[config.mk]
export PLATFORM = sky130hd
export DESIGN_NAME = scan_select_sequencer
export DESIGN_NICKNAME = d
export VERILOG_FILES = /design/src/rtl/scan_select_sequencer.sv
export SDC_FILE = /design/constraint.sdc
export NUM_CORES = 1
export LEC_CHECK = 0
export BUFFER_PORTS_ARGS = -buffer_cell sky130_fd_sc_hd__buf_2
export CELL_PAD_IN_SITES_DETAIL_PLACEMENT = 0
export CELL_PAD_IN_SITES_GLOBAL_PLACEMENT = 1
export CORE_MARGIN = 5
export CORE_UTILIZATION = 40
export CTS_CLUSTER_DIAMETER = 40
export DETAILED_ROUTE_END_ITERATION = 8
export HOLD_SLACK_MARGIN = 0.1
export PLACE_DENSITY = 0.84
export SYNTH_ARGS = -nofsm -noshare
export SYNTH_HDL_FRONTEND = slang
export SYNTH_SLANG_ARGS = --single-unit
[constraint.sdc]
create_clock -name clk -period 2.04 [get_ports clk]
set_input_delay 0.204 -clock clk [delete_from_list [all_inputs] [get_ports clk]]
set_output_delay 0.204 -clock clk [all_outputs]
set_load 0.02 [all_outputs]
[src/rtl/scan_select_sequencer.sv]
// rtl/scan_select_sequencer.sv - channel scan sequencer driving a 4-to-16 one-hot selector
//
// Steps a 4-bit select code through the channels enabled in a latched 16-bit
// mask, holding each for a programmable dwell time, with a forced-off gap
// (dis=1) between channels so the selector never switches while enabled.
//
// Optional feature macro: SCAN_PASS_CNT_EN (completed-pass counter on pass_cnt).
//
// Ports:
//   clk       in   clock, rising edge
//   rst       in   asynchronous active-high reset
//   start     in   begin scan (sampled only in IDLE)
//   loop      in   latched at start; 1 = rescan continuously
//   mask      in   [15:0] channel enable mask, latched at start
//   dwell     in   [DWELL_W-1:0] cycles per channel, latched at start (0 acts as 1)
//   hold      in   freeze dwell countdown, channel stays selected
//   abort     in   terminate scan at next edge, no done pulse
//   sel       out  [3:0] channel code to selector
//   dis       out  selector disable, 1 = all outputs low
//   busy      out  high from accepted start until back in IDLE
//   done      out  one-cycle pulse on completion of a single pass
//   pass_cnt  out  [7:0] completed-pass count (0 when feature disabled)

module scan_select_sequencer #(
    parameter int DWELL_W    = 8,
    parameter int GAP_CYCLES = 1
) (
    input  logic               clk,
    input  logic               rst,
    input  logic               start,
    input  logic               loop,
    input  logic [15:0]        mask,
    input  logic [DWELL_W-1:0] dwell,
    input  logic               hold,
    input  logic               abort,
    output logic [3:0]         sel,
    output logic               dis,
    output logic               busy,
    output logic               done,
    output logic [7:0]         pass_cnt
);

    localparam logic [2:0] ST_IDLE   = 3'd0;
    localparam logic [2:0] ST_SEEK   = 3'd1;
    localparam logic [2:0] ST_DWELL  = 3'd2;
    localparam logic [2:0] ST_GAP    = 3'd3;
    localparam logic [2:0] ST_FINISH = 3'd4;

    localparam logic [DWELL_W-1:0] DWELL_ONE = DWELL_W'(1);
    localparam logic [3:0]         GAP_LOAD  = 4'(GAP_CYCLES);

    logic [2:0]         state;
    logic [4:0]         ptr;      // 5 bits so "past channel 15" (16) is representable
    logic [15:0]        mask_q;
    logic [DWELL_W-1:0] dwell_q;
    logic               loop_q;
    logic [DWELL_W-1:0] dwell_cnt;
    logic [3:0]         gap_cnt;

    logic               found;
    logic [3:0]         found_idx;

    // Lowest enabled channel at or above ptr; descending loop so the
    // last assignment wins with the lowest index.
    always_comb begin
        found     = 1'b0;
        found_idx = 4'd0;
        for (int i = 15; i >= 0; i--) begin
            if (mask_q[i] && (5'(i) >= ptr)) begin
                found     = 1'b1;
                found_idx = 4'(i);
            end
        end
    end

    always_ff @(posedge clk or posedge rst) begin
        if (rst) begin
            state     <= ST_IDLE;
            ptr       <= 5'd0;
            mask_q    <= 16'd0;
            dwell_q   <= '0;
            loop_q    <= 1'b0;
            dwell_cnt <= '0;
            gap_cnt   <= 4'd0;
            sel       <= 4'd0;
            dis       <= 1'b1;
            busy      <= 1'b0;
            done      <= 1'b0;
        end else begin
            done <= 1'b0;
            if (state != ST_IDLE && abort) begin
                // Abort outranks hold, start and every counter event.
                state <= ST_IDLE;
                dis   <= 1'b1;
                busy  <= 1'b0;
            end else begin
                case (state)
                    ST_IDLE: begin
                        dis <= 1'b1;
                        if (start && !abort) begin
                            mask_q  <= mask;
                            dwell_q <= dwell;
                            loop_q  <= loop;
                            ptr     <= 5'd0;
                            busy    <= 1'b1;
                            state   <= ST_SEEK;
                        end
                    end
                    ST_SEEK: begin
                        if (found) begin
                            // dis was high for the whole gap/seek, so changing
                            // sel together with dropping dis cannot glitch.
                            sel       <= found_idx;
                            dis       <= 1'b0;
                            dwell_cnt <= (dwell_q == '0) ? DWELL_ONE : dwell_q;
                            state     <= ST_DWELL;
                        end else if (loop_q && mask_q != 16'd0) begin
                            ptr <= 5'd0;
                        end else begin
                            done  <= 1'b1;
                            state <= ST_FINISH;
                        end
                    end
                    ST_DWELL: begin
                        if (!hold) begin
                            if (dwell_cnt == DWELL_ONE) begin
                                dis     <= 1'b1;
                                ptr     <= {1'b0, sel} + 5'd1;
                                gap_cnt <= GAP_LOAD;
                                state   <= ST_GAP;
                            end else begin
                                dwell_cnt <= dwell_cnt - DWELL_ONE;
                            end
                        end
                    end
                    ST_GAP: begin
                        if (gap_cnt <= 4'd1) begin
                            state <= ST_SEEK;
                        end else begin
                            gap_cnt <= gap_cnt - 4'd1;
                        end
                    end
                    ST_FINISH: begin
                        busy  <= 1'b0;
                        state <= ST_IDLE;
                    end
                    default: begin
                        dis   <= 1'b1;
                        busy  <= 1'b0;
                        state <= ST_IDLE;
                    end
                endcase
            end
        end
    end

`ifdef SCAN_PASS_CNT_EN
    // A pass ends whenever SEEK runs out of channels: that is either a loop
    // wrap or entry to FINISH.
    logic pass_evt;
    assign pass_evt = (state == ST_SEEK) && !found && !abort;

    always_ff @(posedge clk or posedge rst) begin
        if (rst) begin
            pass_cnt <= 8'd0;
        end else if (state == ST_IDLE && start && !abort) begin
            pass_cnt <= 8'd0;
        end else if (pass_evt) begin
            pass_cnt <= pass_cnt + 8'd1;
        end
    end
`else
    assign pass_cnt = 8'd0;
`endif

endmodule
Yosys cells after proc, flatten, opt, wreduce, memory -nomap -nowiden --
Cells that the tools add are included. W data, S select, Z words.
Word-level totals: memories kept 0, bits in writable memories 0, bits in registers 52, logic and storage cells 157, output and inout bits 15, latch bits 0, ROM bits 0
Operators by class: $add $sub $neg 3, eq/ne operators 21, multiplexer cells 67, bitwise operators 1, $lt $le $gt $ge 17, reduce and logical (&&, ||, !) cells 37, multipliers 0, divide/modulo/power cells 0, shift operators 0
Operator list (count):
- $mux W4 | 19
- $ge A4 B5 Y1 const A | 8
- $mux W8 | 4
- $mux W1 | 26
- $mux W5 | 5
- $mux W3 | 7
- $ge A3 B5 Y1 const A | 4
- $logic_and A1 B1 Y1 | 19
- $ne A2 B2 Y1 const B | 8
- $pmux W8 S2 | 1
- $reduce_bool A16 Y1 | 1
- $ne A3 B3 Y1 const B | 5
- $pmux W5 S3 | 1
- $reduce_and A5 Y1 | 3
- $pmux W3 S4 | 1
- $ge A1 B5 Y1 const A | 2
- $ge A2 B5 Y1 const A | 2
- $eq A8 B1 Y1 const B | 1
- $logic_not A8 Y1 | 1
- $pmux W4 S2 | 1
- $sub A8 B1 Y8 const B | 1
- $reduce_and A7 Y1 | 1
- $eq A3 B2 Y1 const B | 2
- $reduce_and A3 Y1 | 2
- other kinds (18) | 21

Longest topological paths before layout --
Gate-level depths: netlist of run 1.
depth in word-level cells 21, mapped depth 9, depth with buffers taken out 8

Worst setup path after synthesis of run 1 --
Ideal clock, no wire load.
path type register -> register, from register dwell_cnt[1], to register ptr[1], cell stages (with the launch flop) 9, path buffers 0, path slack -109 ps, clock period less this slack 2149 ps, arrival time 2028 ps, cell sequence dfrtp_1 inv_1 ha_1 or3b_1 nand3b_4 o2bb2ai_1 a211oi_1 o31ai_2 a32o_1
Between the ends: cells in the longest elaborated chain, start to end 3
Ends and longest elaborated chain:
- start: declaration | line 57 | logic [DWELL_W-1:0] dwell_cnt;
- start signal: assignment | line 115 | dwell_cnt <= (dwell_q == '0) ? DWELL_ONE : dwell_q;
- start signal: assignment | line 132 | dwell_cnt <= dwell_cnt - DWELL_ONE;
- $eq A8 B1 Y1 | line 126 | if (dwell_cnt == DWELL_ONE) begin
- $ne A2 B2 Y1 (no line)
- $reduce_and A7 Y1 (no line)
- end signal: assignment | line 128 | ptr <= {1'b0, sel} + 5'd1;
- end: declaration | line 53 | logic [4:0] ptr; // 5 bits so "past channel 15" (16) is representable
No other way between the ends. A chain may end at the register's enable or synchronous reset.

Worst setup path after layout of run 1 --
from register ptr[2], to register ptr[1]
Between the ends: cells in the longest elaborated chain, start to end 20, elaborated cells on any way between the ends 50
Ends and longest elaborated chain:
- $ge A4 B5 Y1 | line 69 | if (mask_q[i] && (5'(i) >= ptr)) begin
- $logic_and A1 B1 Y1 | line 69
- $mux W1 (15 in a row) | line 69
- $mux W1 (*) | line 69
- $ne A2 B2 Y1 (no line) (*)
- $reduce_and A7 Y1 (no line) (*)
Mark *: on every way between the ends. The rest lies on a longest branch, timed or not.

==> metrics.log, run 1 <==
INFO  metric final-hold-violation-count = 0
INFO  metric initialDrtViolationCount = between 200 and 300
INFO  metric synth_common_cells = 51 x sky130_fd_sc_hd__dfrtp_1, 25 x sky130_fd_sc_hd__mux2_2, 18 x sky130_fd_sc_hd__nor2_1
INFO  metric totalPowerFinal = 6.21 mW
INFO  metric timing_max_transition_violations_final = 0
INFO  metric crit_fanout = 5
INFO  metric die-width = between 90 and 100 um
INFO  metric drt_pre_antenna_iters = 5
INFO  metric post-route-worst-setup-slack = -46.1 ps
INFO  metric die_area = a little under 10000 sq um
INFO  metric cts_max_path_buffers = 2
INFO  metric critPathMostFrequentCell = sky130_fd_sc_hd__buf_4
INFO  metric critical_path_max_stage_delay = 440 ps
INFO  metric final_layout_size_suffix_gt1_frac = 0.482
INFO  metric tightest_slew = ~640 ps
INFO  metric post_detailed_routing_wire_length = 8740 um
INFO  metric netlist_instances = slightly above 300
INFO  metric placer_s_final_routability_congestion_estimate = 0.908
INFO  metric placedCellCount = roughly 490
INFO  metric detailed_place_hpwl = 5960 um
INFO  metric ios = 45
INFO  metric dr_total_vias = 2954
INFO  metric tritoncts_clock_tree = yes
INFO  metric synthArstFlopShare = 1.00
INFO  metric maxCapViolations = 0
INFO  metric clkPwrFrac = 0.142
INFO  metric tritoncts_num_sinks = 52
INFO  metric fin_worst_skew = 7.94 ps
INFO  metric rows = 32
INFO  metric synth_most_common_cell = sky130_fd_sc_hd__dfrtp_1
INFO  metric yosysWarnings = 0
INFO  metric synth_top_area_frac = 0.412
INFO  metric cts_buffers = 5
INFO  metric post_synth_instance_area = a little over 3000 sq um
INFO  metric finalCriticalPeriod = 2090 ps
INFO  metric hold-worst-slack = roughly 110 ps
INFO  metric placement.io_buffers = 36
INFO  metric grt_max_degree = 32
INFO  metric cellLeakagePower = 1.83 nW
INFO  metric worst_ep_arrival_time = roughly 2300 ps
INFO  metric antennaDiodeCount = 0
INFO  metric initial_core_util = 0.405
INFO  metric grt_pass1_wl = 13500 um
INFO  metric timing.fmax = 0.479 GHz
INFO  metric p_seq_frac = 0.323
INFO  metric synth-seq-area-share = 0.420
INFO  metric p_sw = between 2 and 3 mW
INFO  metric worst_setup_start_kind = flip-flop
INFO  metric n_fill_cell = 634
INFO  metric power_per_cell_area = 1450 nW/um^2
INFO  metric grt_setup_unrepaired = true
INFO  metric critical-path-slowest-cell = sky130_fd_sc_hd__dfrtp_2
INFO  metric antenna_violations_before_repair = 0
INFO  metric clk_root_buffer_cell = sky130_fd_sc_hd__clkbuf_8
INFO  metric clkLatencyLatePin = 320 ps
INFO  metric areaGrowthSynthToFinish = 37.9%
INFO  metric synth.avg_cell_area = about 10 sq um
INFO  metric grt_util_all_layers = 0.169
INFO  metric vdd_drop_max = 0.748 mV
INFO  metric worst_setup_path_end_kind = flip-flop
INFO  metric cts-htree-levels = 2
INFO  metric post-route-util = 0.559
INFO  metric worst-setup-path-type = flip-flop to flip-flop
INFO  metric core_area = 7650 sq um
INFO  metric antenna_violating_nets_post_route = 0
INFO  metric vertical_die_dimension = about 98 um
INFO  metric num-nets-final = between 400 and 500
INFO  metric required = ~2300 ps
INFO  metric post_drt_wl_per_cell = 17.0 um
INFO  metric synth_enable_flop_cells = 0
INFO  metric final.period_utilization = 1.02
INFO  metric grt_remaining_overflow = 0
INFO  metric synth_top_cells_by_area = sky130_fd_sc_hd__dfrtp_1 41%, sky130_fd_sc_hd__mux2_2 9.1%, sky130_fd_sc_hd__a21oi_1 2.7%, sky130_fd_sc_hd__nand3_1 2.7%, sky130_fd_sc_hd__buf_4 2.7%
INFO  metric share_of_total_power_consumed_by_net_switching = 0.404
INFO  metric via_count_of_the_first_global_routing_pass = 2754
INFO  metric yosys_register_bits = 52
INFO  metric synth_top_cell_by_area = sky130_fd_sc_hd__dfrtp_1
INFO  metric crit_start = ptr[2]$_DFFE_PP0P_
INFO  metric clkSlewWorstSetupHoldPaths = between 100 and 150 ps
INFO  metric drt_drc_violations_left = 0
INFO  metric dominantRegCellSynth = sky130_fd_sc_hd__dfrtp_1
INFO  metric hold_path_class = input port to flip-flop
INFO  metric worstHoldStart = dwell[5]
INFO  metric internal_power = 3.70 mW
INFO  metric setup_viol = 9
INFO  metric netlist-cell-type-count = between 60 and 70
INFO  metric layout.cells.non_filler = 513
INFO  metric power.combinational.fraction = 0.535
INFO  metric average_vias_per_placed_instance = 5.76
INFO  metric status = finished, violations left
INFO  metric rr_startpoint = ptr[2]$_DFFE_PP0P_
INFO  metric worstPathCellList = buf_2 > buf_4 > nand2_1 > o2111a_1 > o21bai_4 > nor3_1 > buf_4 > o31ai_4 > a32o_1
INFO  metric failed_checks = setup timing
INFO  metric slew_headroom = 0.567
==> critical path: cells and delay by family (launching register included) <==
| kind | cells | cell delay (ps) |
|---|---|---|
| AOI/OAI and AO/OA | 4 | 970 |
| and+or+nand+nor | 2 | 150 |
| DFF | 1 | 440 |
| buffers and inverters | 3 | 470 |
==> path summary, 6_finish.rpt <==
path | to | slack (ps) | depth (start not counted)
setup / recovery | ptr[1]$_DFFE_PP0P_ | -50 | 9
hold / removal | dwell_q[5]$_DFFE_PP0P_ | 110 | 2
setup reg to reg | ptr[1]$_DFFE_PP0P_ | -50 | 9
hold reg to reg | gap_cnt[1]$_DFFE_PP0P_ | 520 | 2
max in group asynchronous | dis$_DFFE_PP1P_ | 970 | 4
min in group asynchronous | dwell_cnt[1]$_DFFE_PP0P_ | 460 | 3
==> per-layer routing <==
layer | vias up | part of all wire | GRT usage
met5 | - | 0 | 0
met4 | 0 | 0.023 | 0.0490
met3 | 23 | 0.058 | 0.0257
met2 | 125 | 0.48 | 0.274
met1 | 1441 | 0.44 | 0.234
li1 | 1365 | - | -
==> flip-flops by register name (all words and copies together), names as in the netlist <==
register	flops
state	3
mask_q	16
dwell_q	8
dwell_cnt	8
done	1
sel	4
gap_cnt	4
loop_q	1
ptr	5
dis	1
busy	1
==> placed cells by master (no fill, tap or decap), drive strengths merged, types with 4 or more instances in the layout <==
cell type  count
buf          105
nand2         18
a41oi          4
nand2b         5
o31ai          6
nand3         17
nor2b          5
o2bb2ai        6
clkbuf         5
nor2          18
nor3          12
inv           12
mux2          26
a31oi          4
ha             5
dfrtp         51
conb           8
nor4           4
a21oi         17
a211oi         6
o21ai         13
==> power groups by stage <==
stage / clock [mW] / combinational (mW) / sequential [mW]
CTS: 0.890 / 2.74 / 1.98
floorplan: 0 / 1.76 / 1.85
global route: 0.942 / 3.57 / 2.08
detailed placement: 0 / 2.66 / 1.99
global placement: 0 / 2.60 / 1.97
finish: 0.884 / 3.32 / 2.01
==> logic make-up (layout without fill, tap and decap cells) <==
kind of cell               Yosys count  in the layout  synth area share
and+or+nand+nor                     97             97             0.170
AOI/OAI and AO/OA                   93             93             0.223
DFF                                 52             52             0.420
buffers and inverters               32            127            0.0606
muxes                               27             27            0.0989
adders and majority gates            5              5            0.0202
xor gates and xnor gates             2              2           0.00566
other                                1              8           0.00121
==> stage by stage <==
step / TNS, ps / cell area (sq um) / setup WS [ps]
after floorplan: 0 / 3130 / 19.3
after global placement: -794 / 3730 / -154
after detailed placement: -1400 / 3730 / -171
after CTS: 0 / 3920 / 3.00
after global routing: -1640 / 4270 / -169
final: -295 / 4270 / -46.1
==> cell type report <==
cell class                 instances  area (sq um)  area share
clock buffer                       5          68.8      0.0161
clock inverter                     3          68.8      0.0161
inverter                          11          41.3     0.00967
multi-input combinational        232          1880       0.440
sequential                        52          1310       0.307
tap                              102           128      0.0299
timing repair buffer             108           777       0.182
==> timing repair <==
| item | 4_1_cts | 5_1_grt |
|---|---|---|
| buffers inserted | 1 | 13 |
| hold buffers | 1 | 2 |
| resized for setup | 10 | 53 |
| setup endpoints to repair | 18 | 19 |
| pin swaps | 1 | 18 |
| endpoints found under the hold margin | 21 | 2 |
Note: power is estimated with default switching activity, not from simulation.
==> run 2, diff against run 1 <==
- SKIP_LAST_GASP: unset -> 1
==> run 2 against run 1 <==
Compared with the run above:
- the run still ends with setup timing left
- via count decreased by 0.30%
- worst hold slack improved by 1.2 ps
- maximum frequency decreased by 0.91%
- global-route usage unchanged
- count of clock-buffer cells in the layout unchanged
- wire length about the same
- sequential power about the same
- register-to-register slack got worse by 20 ps
- flip-flop and latch count unchanged
- first-iteration DRC count decreased by 16%
- utilization decreased by 0.33 points
==> metrics.log, run 2 (synthesis results as in run 1) <==
INFO  metric status = finished, violations left
INFO  metric failed_checks = setup timing
INFO  metric num-nets-final = 445
INFO  metric internal_power = roughly 3.7 mW
INFO  metric final.period_utilization = 1.03
INFO  metric crit_fanout = 6
INFO  metric antenna_violating_nets_post_route = 0
INFO  metric pre_cts_slack = -171 ps
INFO  metric p_seq_frac = 0.325
INFO  metric clkPwrFrac = 0.143
INFO  metric die-width = just under 100 um
INFO  metric worst_setup_path_end_kind = flip-flop
INFO  metric grt_remaining_overflow = 0
INFO  metric detailed_place_hpwl = 5960 um
INFO  metric initialDrtViolationCount = 219
INFO  metric drt_drc_violations_left = 0
INFO  metric post-route-worst-setup-slack = -65.3 ps
INFO  metric setup_viol = 10
INFO  metric rows = 32
INFO  metric hold_path_class = input port to flip-flop
INFO  metric antenna_violations_before_repair = 0
INFO  metric placement.io_buffers = 36
INFO  metric antennaDiodeCount = 0
INFO  metric placer_s_final_routability_congestion_estimate = 0.908
INFO  metric tightest_slew = slightly below 600 ps
INFO  metric layout.cells.non_filler = 513
INFO  metric final-hold-violation-count = 0
INFO  metric power.combinational.fraction = 0.532
INFO  metric finalInstanceArea = around 4200 sq um
INFO  metric p_sw = 2.50 mW
INFO  metric final_layout_size_suffix_gt1_frac = 0.472
INFO  metric grt_util_all_layers = 0.169
INFO  metric power_per_cell_area = between 1000 and 1500 nW/um^2
INFO  metric layout_common_cells = 60 x sky130_fd_sc_hd__buf_4, 45 x sky130_fd_sc_hd__dfrtp_1, 37 x sky130_fd_sc_hd__buf_2, 25 x sky130_fd_sc_hd__mux2_2
INFO  metric dr_total_vias = 2945
INFO  metric clk_root_buffer_cell = sky130_fd_sc_hd__clkbuf_8
INFO  metric grt_max_degree = 32
INFO  metric worst_ep_arrival_time = 2310 ps
INFO  metric post_dp_area = 3730 sq um
INFO  metric ios = 45
INFO  metric tritoncts_clock_tree = yes
INFO  metric core_area = 7650 sq um
INFO  metric vdd_drop_max = between 0.7 and 0.8 mV
INFO  metric maxCapViolations = 0
INFO  metric worst_setup_start_kind = flip-flop
INFO  metric post_drt_wl_per_cell = 17.0 um
INFO  metric cts_buffers = 5
INFO  metric regMostFlops = mask_q
INFO  metric initial_core_util = 0.405
INFO  metric final_common_cell = sky130_fd_sc_hd__buf_4
INFO  metric grt_pass1_wl = 13500 um
INFO  metric via_count_of_the_first_global_routing_pass = 2754
INFO  metric timing_max_transition_violations_final = 0
INFO  metric drt_pre_antenna_iters = 6
INFO  metric required = approximately 2200 ps
INFO  metric cts_max_path_buffers = 2
INFO  metric fin_worst_skew = 8.11 ps
INFO  metric worst-setup-path-type = flip-flop to flip-flop
INFO  metric die_area = 9600 sq um
INFO  metric tritoncts_num_sinks = 52
INFO  metric vertical_die_dimension = 98.0 um
INFO  metric clkSlewWorstSetupHoldPaths = 110 ps
INFO  metric largestRegisters = mask_q x16, dwell_cnt x8, dwell_q x8
INFO  metric cellLeakagePower = 1.82 nW
INFO  metric grt_setup_unrepaired = true
INFO  metric share_of_total_power_consumed_by_net_switching = 0.404
INFO  metric clkLatencyLatePin = 320 ps
INFO  metric totalPowerFinal = 6.18 mW
INFO  metric n_fill_cell = 635
INFO  metric slew_headroom = 0.606
INFO  metric finalCriticalPeriod = 2110 ps
INFO  metric largest_reg_flops = 16
INFO  metric areaGrowthSynthToFinish = 37.1%
INFO  metric placedCellCount = slightly below 500
INFO  metric cts-htree-levels = 2
INFO  metric post_detailed_routing_wire_length = 8740 um
INFO  metric average_vias_per_placed_instance = 5.74
INFO  metric timing.fmax = 0.475 GHz
-- run 2: power by group through the flow --
stage	logic [mW]	registers [mW]	clock network [mW]
finish	3.29	2.01	0.882
global route	3.54	2.08	0.944
CTS	2.73	1.98	0.890
detailed placement	2.66	1.99	0
global placement	2.60	1.97	0
floorplan	1.76	1.85	0
-- run 2: final timing paths --
kind	slack, ps	depth (start not counted)	from	to
setup / recovery	-70	8	ptr[0]$_DFFE_PP0P_	sel[0]$_DFFE_PP0P_
hold / removal	110	2	dwell[5]	dwell_q[5]$_DFFE_PP0P_
setup reg to reg	-70	8	ptr[0]$_DFFE_PP0P_	sel[0]$_DFFE_PP0P_
hold reg to reg	520	2	gap_cnt[1]$_DFFE_PP0P_	gap_cnt[1]$_DFFE_PP0P_
max in group asynchronous	970	4	rst	dis$_DFFE_PP1P_
min in group asynchronous	460	3	rst	done$_DFF_PP0_
-- run 2: metrics by stage --
stage	hold WS, ps	utilization	setup TNS [ps]
2_1_floorplan	355	-	0
3_3_place_gp	263	0.488	-794
3_5_place_dp	272	0.488	-1400
4_1_cts	104	0.511	-2.95
5_1_grt	102	0.555	-1890
6_report	108	0.555	-364
-- run 2: cell type report --
| type | count | area [sq um] | area share |
|---|---|---|---|
| tap | 102 | 128 | 0.0301 |
| multi-input combinational | 232 | 1860 | 0.437 |
| clock inverter | 3 | 68.8 | 0.0162 |
| inverter | 11 | 41.3 | 0.00972 |
| timing repair buffer | 108 | 773 | 0.182 |
| sequential | 52 | 1310 | 0.308 |
| clock buffer | 5 | 68.8 | 0.0162 |
-- run 2: repair_timing --
item / 4_1_cts / 5_1_grt
buffers inserted: 1 / 13
gates resized for setup: 9 / 49
endpoints found under the hold margin: 21 / 2
hold buffers: 1 / 2
pin swaps: 1 / 18
endpoints found under the setup margin: 18 / 19
-- run 2: per-layer routing --
| layer | vias up | GRT usage | wire (um) |
|---|---|---|---|
| li1 | 1369 | - | - |
| met1 | 1451 | 0.234 | 3880 |
| met5 | - | 0 | 0 |
| met3 | 17 | 0.0257 | 469 |
| met4 | 0 | 0.0490 | 163 |
| met2 | 108 | 0.274 | 4230 |
-- run 2: worst max-delay path: stages (launching register included) --
cell and delay (ps):
sky130_fd_sc_hd__dfrtp_2 470, sky130_fd_sc_hd__buf_4 180, sky130_fd_sc_hd__buf_4 130, sky130_fd_sc_hd__nand3_1 110, sky130_fd_sc_hd__a31oi_4 100, sky130_fd_sc_hd__a211o_1 300
sky130_fd_sc_hd__or4b_1 500, sky130_fd_sc_hd__o311ai_1 110, sky130_fd_sc_hd__o31ai_1 100
==> run 3, diff against run 2 <==
- CELL_PAD_IN_SITES_DETAIL_PLACEMENT: 0 -> unset
- CELL_PAD_IN_SITES_GLOBAL_PLACEMENT: 1 -> unset
- PLACE_DENSITY: 0.84 -> 0.7
==> run 3 against run 2 <==
Compared with the run above:
- the run still ends with setup timing left
- via count fell by 3.6%
- clock skew fell by 0.74 ps
- global-route usage down 0.51 points
- combinational power is 6.1% lower
- sequential share of layout area increased by 1.1 points
- setup slack better by 40 ps
- critical path type unchanged
==> metrics.log, run 3 (synthesis results as in run 1) <==
INFO  metric antenna_violating_nets_post_route = 0
INFO  metric largest_reg_flops = 16
INFO  metric clkSlewWorstSetupHoldPaths = 100 ps
INFO  metric areaGrowthSynthToFinish = 32.4%
INFO  metric final-hold-violation-count = 0
INFO  metric crit_fanout = 6
INFO  metric antennaDiodeCount = 0
INFO  metric vertical_die_dimension = 98.0 um
INFO  metric detailed_place_hpwl = 5880 um
INFO  metric hold-worst-slack = 125 ps
INFO  metric tritoncts_clock_tree = yes
INFO  metric setup_viol = 4
INFO  metric worst_setup_path_end_kind = flip-flop
INFO  metric cellLeakagePower = between 1.5 and 2 nW
INFO  metric initialDrtViolationCount = around 140
INFO  metric totalPowerFinal = 5.78 mW
INFO  metric final_sum_of_negative_setup_slack = -52.3 ps
INFO  metric num-nets-final = 444
INFO  metric power_per_cell_area = 1410 nW/um^2
INFO  metric placement.io_buffers = 36
INFO  metric grt_remaining_overflow = 0
INFO  metric cts_max_path_buffers = 2
INFO  metric placer_s_final_routability_congestion_estimate = approximately 0.90
INFO  metric initial_core_util = 0.405
INFO  metric cts_buffers = 5
INFO  metric post_drt_wl_per_cell = 15.7 um
INFO  metric worst-setup-path-type = flip-flop to flip-flop
INFO  metric status = finished, violations left
INFO  metric grt_max_degree = 29
INFO  metric drt_pre_antenna_iters = 4
INFO  metric antenna_violations_before_repair = 0
INFO  metric layout_common_cells = 64 x sky130_fd_sc_hd__buf_4, 46 x sky130_fd_sc_hd__dfrtp_1, 38 x sky130_fd_sc_hd__buf_2, 25 x sky130_fd_sc_hd__mux2_2, 17 x sky130_fd_sc_hd__a21oi_1
INFO  metric timing.fmax = 0.484 GHz
INFO  metric hold_path_class = input port to flip-flop
INFO  metric dr_total_vias = 2840
INFO  metric die_area = 9600 sq um
INFO  metric post-route-worst-setup-slack = -25.2 ps
INFO  metric largestRegisters = mask_q x16, dwell_cnt x8, dwell_q x8
INFO  metric clkLatencyLatePin = ~300 ps
INFO  metric timing_max_transition_violations_final = 0
INFO  metric grt_util_all_layers = 0.164
INFO  metric vdd_drop_max = just under 0.6 mV
INFO  metric die-width = slightly below 100 um
INFO  metric worst_ep_arrival_time = roughly 2300 ps
INFO  metric core_area = approximately 7600 sq um
INFO  metric drt_drc_violations_left = 0
INFO  metric maxCapViolations = 0
INFO  metric regMostFlops = mask_q
INFO  metric grt_setup_unrepaired = true
INFO  metric finalCriticalPeriod = just over 2000 ps
INFO  metric ios = 45
INFO  metric worst_setup_start_kind = flip-flop
INFO  metric post_detailed_routing_wire_length = about 8100 um
INFO  metric clk_root_buffer_cell = sky130_fd_sc_hd__clkbuf_8
INFO  metric required = 2230 ps
INFO  metric n_fill_cell = between 600 and 700
INFO  metric grt_pass1_wl = 13100 um
INFO  metric final_common_cell = sky130_fd_sc_hd__buf_4
INFO  metric cts-htree-levels = 2
INFO  metric final_layout_size_suffix_gt1_frac = 0.449
INFO  metric via_count_of_the_first_global_routing_pass = 2752
INFO  metric fin_worst_skew = 7.37 ps
INFO  metric average_vias_per_placed_instance = about 5.5
INFO  metric failed_checks = setup timing
INFO  metric rows = 32
INFO  metric final.period_utilization = 1.01
INFO  metric tritoncts_num_sinks = 52
run 3: cell types whose count changed in the layout (fill, tap and decap cells not counted), moves of 2 or more:
cell,before,now
sky130_fd_sc_hd__a31oi_4,2,0
sky130_fd_sc_hd__dlygate4sd3_1,3,1
sky130_fd_sc_hd__buf_4,60,64
sky130_fd_sc_hd__or4_1,2,0
sky130_fd_sc_hd__a22oi_1,1,3
sky130_fd_sc_hd__buf_6,6,2
sky130_fd_sc_hd__o2bb2ai_2,4,0
sky130_fd_sc_hd__o2bb2ai_1,1,5
sky130_fd_sc_hd__or4_4,0,2
sky130_fd_sc_hd__a211oi_1,2,4
sky130_fd_sc_hd__a21oi_1,15,17
sky130_fd_sc_hd__a211oi_2,4,2
sky130_fd_sc_hd__a21oi_2,2,0
sky130_fd_sc_hd__a22oi_2,2,0
run 3: worst paths after layout:
kind | slack [ps] | to | from | cells after the start
hold reg to reg | 530 | gap_cnt[1]$_DFFE_PP0P_ | gap_cnt[1]$_DFFE_PP0P_ | 2
hold / removal | 120 | dwell_q[5]$_DFFE_PP0P_ | dwell[5] | 2
setup / recovery | -30 | ptr[1]$_DFFE_PP0P_ | ptr[2]$_DFFE_PP0P_ | 9
max in group asynchronous | 1200 | ptr[3]$_DFFE_PP0P_ | rst | 4
setup reg to reg | -30 | ptr[1]$_DFFE_PP0P_ | ptr[2]$_DFFE_PP0P_ | 9
min in group asynchronous | 340 | mask_q[8]$_DFFE_PP0P_ | rst | 3
run 3: timing repair:
action                                  in CTS  in global routing
resized for setup                           18                 14
pin swaps                                    4                  6
cloned                                       0                  0
hold endpoints to repair                    51                  0
endpoints found under the setup margin      24                 19
buffers inserted                             5                  2
hold buffers                                 1                  0
run 3: area by class of cell:
class / count / area, sq um / share of cell area
clock buffer: 5 / 68.8 / 0.0168
clock inverter: 3 / 42.5 / 0.0104
inverter: 11 / 41.3 / 0.0101
multi-input combinational: 232 / 1770 / 0.432
sequential: 52 / 1310 / 0.319
tap: 102 / 128 / 0.0311
timing repair buffer: 107 / 743 / 0.181
run 3: routing by layer:
layer	global-route usage	vias to the layer above	routed length, um
li1	-	1357	-
met1	0.230	1388	3750
met2	0.266	89	3820
met3	0.0200	6	406
met4	0.0458	0	78
met5	0	-	0
run 3: critical path, cell delays in order (launching register included):
cell,delay [ps]
sky130_fd_sc_hd__dfrtp_2,380
sky130_fd_sc_hd__buf_2,190
sky130_fd_sc_hd__nand4_1,150
sky130_fd_sc_hd__a31oi_2,270
sky130_fd_sc_hd__nand4_2,170
sky130_fd_sc_hd__buf_4,190
sky130_fd_sc_hd__nor3_1,130
sky130_fd_sc_hd__buf_4,160
sky130_fd_sc_hd__o31ai_4,70
sky130_fd_sc_hd__a32o_1,220
run 3: report_power, final:
part	internal (mW)	switching, mW
Combinational	1.66	1.44
Sequential	1.47	0.499
Clock	0.364	0.353
Total	3.49	2.29
run 3: stage by stage:
stage                      util  worst slack (ps)  instance area [sq um]  instances
after floorplan               -              19.3                   3130        316
after global placement    0.495              -154                   3790        496
after detailed placement  0.495              -155                   3790        496
after CTS                 0.525             -17.8                   4020        510
after global routing      0.536              -113                   4100        512
final                     0.536             -25.2                   4100        512
